File: src/rtl/can_pkg.sv
`default_nettype none
// ============================================================================
//  Module   : can_pkg
//  Purpose  : Shared definitions for the CAN bitstream destuffer: destuff FSM
//             state encoding, bus level constants and the default stuff
//             run length.
//  Revision : 1.0  initial release
// ============================================================================
package can_pkg;

  // Destuff FSM states
  typedef enum logic [1:0] {
    ST_IDLE   = 2'd0,
    ST_ACTIVE = 2'd1,
    ST_ERROR  = 2'd2
  } state_t;

  localparam logic c_RECESSIVE = 1'b1;
  localparam logic c_DOMINANT  = 1'b0;

  // Equal-bit run length after which a complementary stuff bit must follow
  localparam int c_CAN_STUFF_LEN = 5;

endpackage : can_pkg
`default_nettype wire

File: src/rtl/can_bit_timer.sv
`default_nettype none
// ============================================================================
//  Module   : can_bit_timer
//  Purpose  : Nominal bit-time counter. Counts 0..CLKS_PER_BIT-1 while running
//             and is forced to 0 by a hard-sync request or while stopped.
//             Flags the clocks at SAMPLE_POINT-1, SAMPLE_POINT, SAMPLE_POINT+1.
//  Ports    : i_Clock      system clock
//             i_Reset      synchronous active-high reset
//             i_Sync       hard sync: counter restarts from 0
//             i_Run        counter enable (low holds counter at 0)
//             o_Tick_Pre   counter == SAMPLE_POINT-1
//             o_Tick_Mid   counter == SAMPLE_POINT
//             o_Tick_Post  counter == SAMPLE_POINT+1
//  Revision : 1.0  initial release
// ============================================================================
module can_bit_timer #(
  parameter int CLKS_PER_BIT = 10,
  parameter int SAMPLE_POINT = 7
) (
  input  logic i_Clock,
  input  logic i_Reset,
  input  logic i_Sync,
  input  logic i_Run,
  output logic o_Tick_Pre,
  output logic o_Tick_Mid,
  output logic o_Tick_Post
);

  localparam int TW = (CLKS_PER_BIT > 2) ? $clog2(CLKS_PER_BIT) : 1;

  localparam logic [TW-1:0] c_CNT_LAST = TW'(CLKS_PER_BIT - 1);
  localparam logic [TW-1:0] c_SP_PRE   = TW'(SAMPLE_POINT - 1);
  localparam logic [TW-1:0] c_SP_MID   = TW'(SAMPLE_POINT);
  localparam logic [TW-1:0] c_SP_POST  = TW'(SAMPLE_POINT + 1);

  logic [TW-1:0] r_count;

  always_ff @(posedge i_Clock) begin
    if (i_Reset || i_Sync || !i_Run) begin
      r_count <= '0;
    end else if (r_count == c_CNT_LAST) begin
      r_count <= '0;
    end else begin
      r_count <= r_count + TW'(1);
    end
  end

  // Gated by i_Run so a held-at-zero counter never produces spurious ticks
  assign o_Tick_Pre  = i_Run && (r_count == c_SP_PRE);
  assign o_Tick_Mid  = i_Run && (r_count == c_SP_MID);
  assign o_Tick_Post = i_Run && (r_count == c_SP_POST);

endmodule : can_bit_timer
`default_nettype wire

File: src/rtl/can_bitstream_destuff.sv
`default_nettype none
// ============================================================================
//  Module   : can_bitstream_destuff
//  Purpose  : Samples the raw CAN bus, hard-syncs on SOF, removes stuff bits
//             and flags stuff errors. Produces a destuffed data-bit stream.
//  Config   : CAN_DESTUFF_TRIPLE_SAMPLE_EN - majority of three samples around
//             the sample point, decision one clock later. Undefined: single
//             sample at SAMPLE_POINT.
//  Ports    : i_Clock        system clock
//             i_Reset        synchronous active-high reset
//             i_Serial       raw bus level (1 = recessive)
//             i_Enable       stuffing region active
//             o_Bit_Valid    strobe: o_Bit holds a destuffed data bit
//             o_Bit          destuffed data bit
//             o_Stuff_Skip   strobe: sampled bit was a stuff bit
//             o_Stuff_Error  strobe: STUFF_LEN+1 equal bits sampled
//             o_Error_Flag   sticky error until reset or i_Enable low
//             o_Bit_Count    data bits delivered since SOF, saturating
//  Revision : 1.0  initial release
// ============================================================================
module can_bitstream_destuff
  import can_pkg::*;
#(
  parameter int CLKS_PER_BIT = 10,
  parameter int SAMPLE_POINT = 7,
  parameter int STUFF_LEN    = c_CAN_STUFF_LEN,
  parameter int CNT_W        = 8
) (
  input  logic             i_Clock,
  input  logic             i_Reset,
  input  logic             i_Serial,
  input  logic             i_Enable,
  output logic             o_Bit_Valid,
  output logic             o_Bit,
  output logic             o_Stuff_Skip,
  output logic             o_Stuff_Error,
  output logic             o_Error_Flag,
  output logic [CNT_W-1:0] o_Bit_Count
);

  localparam int RUN_W = $clog2(STUFF_LEN + 1);
  localparam logic [RUN_W-1:0] c_RUN_MAX = RUN_W'(STUFF_LEN);
  localparam logic [CNT_W-1:0] c_CNT_MAX = {CNT_W{1'b1}};

  // Input synchroniser plus one history flop for SOF edge detection
  logic r_ser_meta, r_ser_s, r_ser_prev;

  always_ff @(posedge i_Clock) begin
    if (i_Reset) begin
      r_ser_meta <= c_RECESSIVE;
      r_ser_s    <= c_RECESSIVE;
      r_ser_prev <= c_RECESSIVE;
    end else begin
      r_ser_meta <= i_Serial;
      r_ser_s    <= r_ser_meta;
      r_ser_prev <= r_ser_s;
    end
  end

  state_t           r_state, w_state_next;
  logic [RUN_W-1:0] r_run, w_run_next;
  logic             r_last, w_last_next;
  logic             r_bit_valid, w_bit_valid_next;
  logic             r_bit, w_bit_next;
  logic             r_skip, w_skip_next;
  logic             r_err, w_err_next;
  logic             r_flag, w_flag_next;
  logic [CNT_W-1:0] r_count, w_count_next;

  logic w_hard_sync;
  logic w_tick_pre, w_tick_mid, w_tick_post;
  logic w_tick;
  logic w_sample;

  assign w_hard_sync = (r_state == ST_IDLE) && i_Enable && r_ser_prev && !r_ser_s;

  can_bit_timer #(
    .CLKS_PER_BIT (CLKS_PER_BIT),
    .SAMPLE_POINT (SAMPLE_POINT)
  ) u_timer (
    .i_Clock     (i_Clock),
    .i_Reset     (i_Reset),
    .i_Sync      (w_hard_sync),
    .i_Run       (r_state == ST_ACTIVE),
    .o_Tick_Pre  (w_tick_pre),
    .o_Tick_Mid  (w_tick_mid),
    .o_Tick_Post (w_tick_post)
  );

`ifdef CAN_DESTUFF_TRIPLE_SAMPLE_EN
  // Hold the two earlier samples; the third is live ser_s at SAMPLE_POINT+1
  logic r_smp_pre, r_smp_mid;

  always_ff @(posedge i_Clock) begin
    if (i_Reset) begin
      r_smp_pre <= c_RECESSIVE;
      r_smp_mid <= c_RECESSIVE;
    end else begin
      if (w_tick_pre) r_smp_pre <= r_ser_s;
      if (w_tick_mid) r_smp_mid <= r_ser_s;
    end
  end

  assign w_tick   = w_tick_post;
  assign w_sample = (r_smp_pre & r_smp_mid) | (r_smp_pre & r_ser_s) | (r_smp_mid & r_ser_s);
`else
  logic w_unused_ticks;
  assign w_unused_ticks = w_tick_pre | w_tick_post;

  assign w_tick   = w_tick_mid;
  assign w_sample = r_ser_s;
`endif

  always_ff @(posedge i_Clock) begin
    if (i_Reset) begin
      r_state     <= ST_IDLE;
      r_run       <= '0;
      r_last      <= c_DOMINANT;
      r_bit_valid <= 1'b0;
      r_bit       <= c_RECESSIVE;
      r_skip      <= 1'b0;
      r_err       <= 1'b0;
      r_flag      <= 1'b0;
      r_count     <= '0;
    end else begin
      r_state     <= w_state_next;
      r_run       <= w_run_next;
      r_last      <= w_last_next;
      r_bit_valid <= w_bit_valid_next;
      r_bit       <= w_bit_next;
      r_skip      <= w_skip_next;
      r_err       <= w_err_next;
      r_flag      <= w_flag_next;
      r_count     <= w_count_next;
    end
  end

  always_comb begin
    w_state_next     = r_state;
    w_run_next       = r_run;
    w_last_next      = r_last;
    w_bit_valid_next = 1'b0;
    w_bit_next       = r_bit;
    w_skip_next      = 1'b0;
    w_err_next       = 1'b0;
    w_flag_next      = r_flag;
    w_count_next     = r_count;

    case (r_state)
      ST_IDLE: begin
        w_flag_next = 1'b0;
        if (w_hard_sync) begin
          w_state_next = ST_ACTIVE;
          w_run_next   = '0;
          w_count_next = '0;
        end
      end

      ST_ACTIVE: begin
        // Enable fall wins over a coincident tick
        if (!i_Enable) begin
          w_state_next = ST_IDLE;
          w_flag_next  = 1'b0;
        end else if (w_tick) begin
          if (r_run == c_RUN_MAX) begin
            if (w_sample != r_last) begin
              // Stuff bit starts the next run
              w_skip_next = 1'b1;
              w_run_next  = RUN_W'(1);
              w_last_next = w_sample;
            end else begin
              w_err_next   = 1'b1;
              w_flag_next  = 1'b1;
              w_state_next = ST_ERROR;
            end
          end else begin
            w_bit_valid_next = 1'b1;
            w_bit_next       = w_sample;
            if (r_count != c_CNT_MAX) w_count_next = r_count + CNT_W'(1);
            // run==0 only right after SOF sync, so SOF always yields run=1
            w_run_next  = (w_sample == r_last) ? r_run + RUN_W'(1) : RUN_W'(1);
            w_last_next = w_sample;
          end
        end
      end

      ST_ERROR: begin
        if (!i_Enable) begin
          w_state_next = ST_IDLE;
          w_flag_next  = 1'b0;
        end
      end

      default: begin
        w_state_next = ST_IDLE;
      end
    endcase
  end

  assign o_Bit_Valid   = r_bit_valid;
  assign o_Bit         = r_bit;
  assign o_Stuff_Skip  = r_skip;
  assign o_Stuff_Error = r_err;
  assign o_Error_Flag  = r_flag;
  assign o_Bit_Count   = r_count;

endmodule : can_bitstream_destuff
`default_nettype wire

File: config.mk
export PLATFORM = sky130hd
export DESIGN_NAME = can_bitstream_destuff
export DESIGN_NICKNAME = d
export VERILOG_FILES = /design/src/rtl/can_pkg.sv /design/src/rtl/can_bit_timer.sv /design/src/rtl/can_bitstream_destuff.sv
export SDC_FILE = /design/constraint.sdc
export NUM_CORES = 1
export LEC_CHECK = 0
export BUFFER_PORTS_ARGS = -buffer_cell sky130_fd_sc_hd__buf_2
export CORE_MARGIN = 2
export CORE_UTILIZATION = 59
export CTS_BUF_LIST = sky130_fd_sc_hd__clkbuf_2
export CTS_CLUSTER_DIAMETER = 100
export DETAILED_ROUTE_END_ITERATION = 8
export PLACE_DENSITY = 0.81
export SYNTH_ARGS = -nofsm -noshare
export SYNTH_HDL_FRONTEND = slang
export SYNTH_HIERARCHICAL = 1
export SYNTH_SLANG_ARGS = --single-unit
File: constraint.sdc
create_clock -name i_Clock -period 2.6 [get_ports i_Clock]
set_clock_uncertainty 0.1 [all_clocks]
set_input_delay 0.52 -clock i_Clock [delete_from_list [all_inputs] [get_ports i_Clock]]
set_output_delay 0.52 -clock i_Clock [all_outputs]
set_load 0.02 [all_outputs]
==> results.yml, run 1 <==
hold_path:
  hold_path_end: "r_ser_meta$_SDFF_PP1_"
  holdPathStages: 2
  min_from: "i_Serial"
  min_path_type: "primary input to register"
sta:
  rsz0062_at_grt: "false"
  slew_headroom: 0.673
  slew_violations: 0
  setup_violations: 0
  fmax_mhz: 451
  fin_setup_tns_ns: 0
  hold_violations: 0
  worstMarginPinSlew_ns: 0.487
  period_share: 0.853
  holdWs_ns: 0.207
  finalCriticalPeriod_ns: 2.22
cts:
  clk_pin_slew_worst_paths_ns: 0.26
  cts_made_buffers: 3
  cts_tree: "built"
  post-cts-setup-buffer-count: 0
  cts_buffer_depth: 2
  clk_latency_ns: 0.36
  root_buffer: "clkbuf_2"
  hold_buffers: 0
  ctsResizeCount: 0
  htree_num_levels: 1
  clkSinkCount: 26
setup_path:
  crit-reg2reg-launch: "r_state[0]$_SDFFE_PP0P_"
  cp_max_fo: 7
  cp_data_arrival_time_ns: 2.43
  crit_type: "register to register"
  crit_path_end_kind: "register"
  start_kind: "register"
  ff2ff_path_depth: 7
  r2r-end: "o_Bit_Count[3]$_SDFFE_PP0P_"
  r2r_setup_slack_ns: 0.38
  required_ns: 2.81
flow_run:
  cap_viol_max_count: 0
detailed_routing:
  vias: 1090
  routedWlPerCell_um: 14.3
  postRouteAntennaNets: 0
  wirelength_mm: 2.71
  first_iter_violations: 16
  drc: 0
  drt_pass1_iterations: 4
  vias_per_cell: 5.77
cells_and_area:
  syn2layout_area_growth_pct: 12.4
  drive_above_1_share: 0.198
  regArea_um2: 520
  diodes: 0
  nets: 173
  n_fill_cell: 166
  multi_input_area_um2: 704
floorplanning:
  fp.coreArea_um2: 2000
  initial_utilization: 0.633
  rows: 16
  die_h_um: 50.4
  ioPinCount: 17
  die_area_um2: 2540
  fp.dieW_um: 50.4
pwr:
  peakVddDrop_mv: 0.445
  leakage_nw: 0.538
  power_density_nw_per_um2: 486
global_route:
  grt_pass1_vias: 1047
  antenna_found_initial: 0
  overflow: 0
  grt_usage: 0.231
  grt_max_degree: 22
  grt_pass1_wl_mm: 4.51
outcome:
  status: "finished, final reports clean"
synthesis:
  netlist_instances: 144
  syn-cell-area_um2: 1270
  syn-num-nets: 154
  yosysWarnings: 6
  syn_area_per_cell_um2: 8.80
placement:
  dp_hpwl_mm: 1.97
  finalWeightedCongestion: 0.844
  port_buffers: 16
==> flip-flops by register name (all words and copies together) (netlist names), 2 cells and up <==
register / count
u_timer/r_count: 4
o_Bit_Count: 8
r_state: 2
r_run: 3
==> worst max-delay path, cell delays in order, from the launching register on <==
cell,delay (ns)
dfxtp_1,0.52
nand2b_1,0.13
inv_2,0.07
and4b_2,0.24
and2_1,0.19
o221ai_2,0.18
or4_1,0.52
a211oi_2,0.21
==> stage by stage <==
step / setup WS (ns) / total power, mW / area (µm²) / utilization / cells
floorplan: 0.404 / 0.431 / 1270 / - / 144
global placement: 0.546 / 0.438 / 1380 / 0.689 / 185
detailed placement: 0.467 / 0.439 / 1380 / 0.689 / 185
CTS: 0.399 / 0.694 / 1430 / 0.712 / 189
global route: 0.226 / 0.711 / 1430 / 0.712 / 189
finish: 0.381 / 0.692 / 1430 / 0.712 / 189
==> how the worst max path moves through the flow <==
| stage | from | endpoint | slack, ns | cells past startpoint |
|---|---|---|---|---|
| floorplan | r_state[0]$_SDFFE_PP0P_ | o_Bit_Count[3]$_SDFFE_PP0P_ | 0.40 | 8 |
| global route | r_state[0]$_SDFFE_PP0P_ | o_Bit_Count[7]$_SDFFE_PP0P_ | 0.23 | 7 |
| finish | r_state[0]$_SDFFE_PP0P_ | o_Bit_Count[3]$_SDFFE_PP0P_ | 0.38 | 7 |
| CTS | r_state[0]$_SDFFE_PP0P_ | o_Bit_Count[3]$_SDFFE_PP0P_ | 0.40 | 7 |
| global placement | r_state[0]$_SDFFE_PP0P_ | o_Bit_Count[3]$_SDFFE_PP0P_ | 0.55 | 7 |
| detailed placement | r_state[0]$_SDFFE_PP0P_ | o_Bit_Count[7]$_SDFFE_PP0P_ | 0.47 | 7 |
==> report_power, final <==
group          total [mW]  switching, mW  internal (mW)
registers           0.406        0.00330          0.403
logic              0.0265         0.0169        0.00966
clock network       0.260          0.127          0.132
total               0.692          0.148          0.545
==> routing by layer <==
metal | global-route usage | part of all wire | wire [µm]
met1 | 0.302 | 0.46 | 1240
met2 | 0.395 | 0.49 | 1320
met3 | 0.0387 | 0.041 | 111
met4 | 0.0631 | 0.013 | 35
met5 | 0 | 0 | 0
==> placed cells by master (no fill, tap or decap), types with 5 or more instances in the layout <==
cell type  instances
dfxtp_1           26
buf_2             16
nor2_1            14
nand3_1           10
a21oi_1           10
inv_1              6
nand2_1            6
ha_1               6
o21ai_0            5
==> layout make-up <==
| class | count | area share |
|---|---|---|
| clock buffer | 3 | 0.0105 |
| timing repair buffer | 18 | 0.0667 |
| multi-input combinational | 107 | 0.494 |
| clock inverter | 1 | 0.0211 |
| sequential | 26 | 0.365 |
| inverter | 7 | 0.0184 |
| tap | 27 | 0.0237 |
Power figures use the tool's default switching activity.
==> inputs of run 2 (changes only) <==
- CORE_UTILIZATION: 59 -> 43
- PLACE_DENSITY: 0.81 -> default
==> results.yml, run 2 (synthesized netlist as in run 1, its figures left out) <==
outcome:
  status: "finished, final reports clean"
floorplanning:
  rows: 19
  die_h_um: 58.3
  fp.dieW_um: 58.3
  initial_utilization: 0.456
  ioPinCount: 17
  fp.coreArea_um2: 2780
  die_area_um2: 3400
pwr:
  p_comb_frac: 0.044
  leakage_nw: 0.520
  swShare: 0.235
  pwr-share-clk: 0.258
  p_seq_frac: 0.697
  power_density_nw_per_um2: 417
  peakVddDrop_mv: 0.231
  internal_power_mw: 0.445
  p_switching_mw: 0.137
cts:
  cts_tree: "built"
  htree_num_levels: 1
  clkSinkCount: 26
  cts_buffer_depth: 2
  hold_buffers: 0
  cts_made_buffers: 3
  ctsResizeCount: 0
  clk_latency_ns: 0.34
  clk_pin_slew_worst_paths_ns: 0.24
  post-cts-setup-buffer-count: 0
  root_buffer: "clkbuf_2"
detailed_routing:
  first_iter_violations: 27
  vias_per_cell: 5.58
  vias: 1071
  drt_pass1_iterations: 4
  routedWlPerCell_um: 13.3
  postRouteAntennaNets: 0
  wirelength_mm: 2.55
  drc: 0
cells_and_area:
  final_common_cell: "dfxtp_1"
  fin_cells: 192
  largest_reg_flops: 8
  finish.utilization: 0.502
  fin_area_um2: 1400
  final_cell_mix: "26 x dfxtp_1, 16 x buf_2, 14 x nor2_1"
  syn2layout_area_growth_pct: 10.2
  diodes: 0
  drive_above_1_share: 0.186
  nets: 172
global_route:
  grt_usage: 0.160
  antenna_found_initial: 0
  overflow: 0
  grt_pass1_vias: 950
  grt_pass1_wl_mm: 4.22
  grt_max_degree: 22
setup_path:
  required_ns: 2.80
  cp_max_fo: 11
  r2r_setup_slack_ns: 0.26
  crit_type: "register to register"
  crit_path_end_kind: "register"
  start_kind: "register"
  cp_data_arrival_time_ns: 2.54
sta:
  fin_setup_tns_ns: 0
  fmax_mhz: 428
  slew_headroom: 0.678
  period_share: 0.899
  hold_violations: 0
  setup_violations: 0
  rsz0062_at_grt: "false"
  finalCriticalPeriod_ns: 2.34
  slew_violations: 0
  worstMarginPinSlew_ns: 0.479
flow_run:
  cap_viol_max_count: 0
placement:
  port_buffers: 16
  dp_cells: 188
  finalWeightedCongestion: 0.819
  post_dp_cell_area_um2: 1380
  dp_hpwl_mm: 1.87
hold_path:
  min_path_type: "primary input to register"
[run 2: cell types whose count changed in the layout (fill, tap and decap cells not counted)]
cell,previous run,this run
bufinv_16,1,0
clkinv_1,0,1
buf_4,2,1
[run 2: path summary, 6_finish.rpt]
kind | cells past startpoint | end | from
max | 7 | o_Bit_Count[7]$_SDFFE_PP0P_ | r_state[0]$_SDFFE_PP0P_
min | 2 | r_ser_meta$_SDFF_PP1_ | i_Serial
max reg2reg | 7 | o_Bit_Count[7]$_SDFFE_PP0P_ | r_state[0]$_SDFFE_PP0P_
min reg2reg | 1 | r_ser_s$_SDFF_PP1_ | r_ser_meta$_SDFF_PP1_
[run 2: critical path, cell delays in order (launching register included)]
cell      delay, ns
dfxtp_1        0.50
nand2b_1       0.12
inv_2          0.18
and4b_2        0.29
nand4b_1       0.19
nand2b_1       0.27
or4_1          0.49
a31oi_1        0.15
[run 2: cell type report]
cell class | instances | area, µm²
multi-input combinational | 107 | 704
sequential | 26 | 520
inverter | 7 | 26.3
fill | 277 | 1390
clock inverter | 1 | 3.75
clock buffer | 3 | 15.0
timing repair buffer | 17 | 87.6
tap | 31 | 38.8
[run 2: per-layer routing]
| layer | vias to the layer above | track usage | routed length, µm |
|---|---|---|---|
| met5 | - | 0 | 0 |
| met4 | 0 | 0.0532 | 14 |
| met3 | 2 | 0.0330 | 94 |
| met2 | 25 | 0.234 | 1160 |
| met1 | 494 | 0.234 | 1290 |
| li1 | 550 | - | - |
[run 2: power by group through the flow]
stage	sequential [mW]	clock, mW	combinational [mW]
global route	0.407	0.174	0.0287
detailed placement	0.413	0	0.0253
finish	0.406	0.150	0.0257
global placement	0.414	0	0.0252
floorplan	0.413	0	0.0181
CTS	0.406	0.158	0.0255
[run 2: through the flow]
step	setup WS [ns]	power [mW]	hold slack [ns]
2_1_floorplan	0.404	0.431	0.289
3_3_place_gp	0.398	0.439	0.310
3_5_place_dp	0.323	0.439	0.307
4_1_cts	0.292	0.589	0.220
5_1_grt	0.107	0.610	0.205
6_report	0.263	0.582	0.237
==> inputs of run 3 (changes only) <==
- CTS_BUF_LIST: sky130_fd_sc_hd__clkbuf_2 -> sky130_fd_sc_hd__clkbuf_8
==> results.yml, run 3 (synthesized netlist as in run 1, its figures left out) <==
outcome:
  status: "finished, final reports clean"
hold_path:
  min_path_type: "register to register"
setup_path:
  crit_type: "register to register"
  cp_max_fo: 11
  crit_path_end_kind: "register"
  start_kind: "register"
  cp_data_arrival_time_ns: 2.43
  required_ns: 2.70
placement:
  dp_hpwl_mm: 1.87
  finalWeightedCongestion: 0.819
  post-place-ws_ns: 0.323
  port_buffers: 16
  post_dp_cell_area_um2: 1380
  dp_cells: 188
global_route:
  overflow: 0
  grt_max_degree: 22
  grt_usage: 0.163
  antenna_found_initial: 0
  grt_pass1_wl_mm: 4.24
  grt_pass1_vias: 953
cells_and_area:
  largest_reg_flops: 8
  final_cell_mix: "26 x dfxtp_1, 16 x buf_2, 14 x nor2_1"
  syn2layout_area_growth_pct: 13.0
  n_fill_cell: 268
  drive_above_1_share: 0.193
  fin_area_um2: 1430
  fin_cells: 192
  diodes: 0
  final_common_cell: "dfxtp_1"
  nets: 172
  finish.utilization: 0.515
detailed_routing:
  wirelength_mm: 2.59
  vias: 1087
  vias_per_cell: 5.66
  drt_pass1_iterations: 4
  routedWlPerCell_um: 13.5
  drc: 0
  first_iter_violations: 40
  postRouteAntennaNets: 0
sta:
  fmax_mhz: 430
  worstMarginPinSlew_ns: 0.506
  period_share: 0.895
  slew_headroom: 0.661
  finalCriticalPeriod_ns: 2.33
  rsz0062_at_grt: "false"
  hold_violations: 0
  fin_ws_ns: 0.272
  setup_violations: 0
  fin_setup_tns_ns: 0
  slew_violations: 0
cts:
  hold_buffers: 0
  cts_tree: "built"
  post-cts-setup-buffer-count: 0
  clk_latency_ns: 0.27
  cts_made_buffers: 3
  cts_buffer_depth: 2
  root_buffer: "clkbuf_8"
  clk_pin_slew_worst_paths_ns: 0.08
  htree_num_levels: 1
  clkSinkCount: 26
  ctsResizeCount: 0
pwr:
  leakage_nw: 0.534
  power_density_nw_per_um2: 478
  peakVddDrop_mv: 0.301
floorplanning:
  fp.dieW_um: 58.3
  initial_utilization: 0.456
  fp.coreArea_um2: 2780
  rows: 19
  ioPinCount: 17
  die_h_um: 58.3
  die_area_um2: 3400
flow_run:
  cap_viol_max_count: 0
-- run 3: stage by stage --
stage | hold slack (ns) | total power [mW]
after floorplan | 0.289 | 0.431
after global placement | 0.310 | 0.439
after detailed placement | 0.307 | 0.439
after CTS | 0.322 | 0.697
after global routing | 0.325 | 0.717
final | 0.317 | 0.685
-- run 3: area by class of cell --
cell class | count | area [µm²] | area share
multi-input combinational | 107 | 704 | 0.492
sequential | 26 | 520 | 0.363
timing repair buffer | 17 | 87.6 | 0.0611
clock buffer | 4 | 55.1 | 0.0384
tap | 31 | 38.8 | 0.0271
inverter | 7 | 26.3 | 0.0183
-- run 3: path summary, 6_finish.rpt --
path,start,endpoint,slack [ns],cells after the start
min reg2reg,r_ser_meta$_SDFF_PP1_,r_ser_s$_SDFF_PP1_,0.32,1
max,r_state[0]$_SDFFE_PP0P_,o_Bit_Count[7]$_SDFFE_PP0P_,0.27,7
min,r_ser_meta$_SDFF_PP1_,r_ser_s$_SDFF_PP1_,0.32,1
max reg2reg,r_state[0]$_SDFFE_PP0P_,o_Bit_Count[7]$_SDFFE_PP0P_,0.27,7
-- run 3: report_power, final --
group / internal, mW / switching (mW)
registers: 0.401 / 0.00321
clock network: 0.135 / 0.120
logic: 0.00921 / 0.0170
total: 0.545 / 0.140
-- run 3: worst max-delay path: stages (launching register included) --
cell	delay, ns
dfxtp_1	0.46
nand2b_1	0.14
inv_2	0.19
and4b_2	0.28
nand4b_1	0.19
nand2b_1	0.27
or4_1	0.49
a31oi_1	0.15
-- run 3: metal layers --
metal / GRT usage / share of wire / wire length [µm] / up-vias
met5: 0 / 0 / 0 / -
met3: 0.0264 / 0.056 / 144 / 5
met4: 0.0831 / 0.017 / 44 / 0
li1: - / - / - / 551
met1: 0.232 / 0.49 / 1270 / 506
met2: 0.236 / 0.44 / 1140 / 25
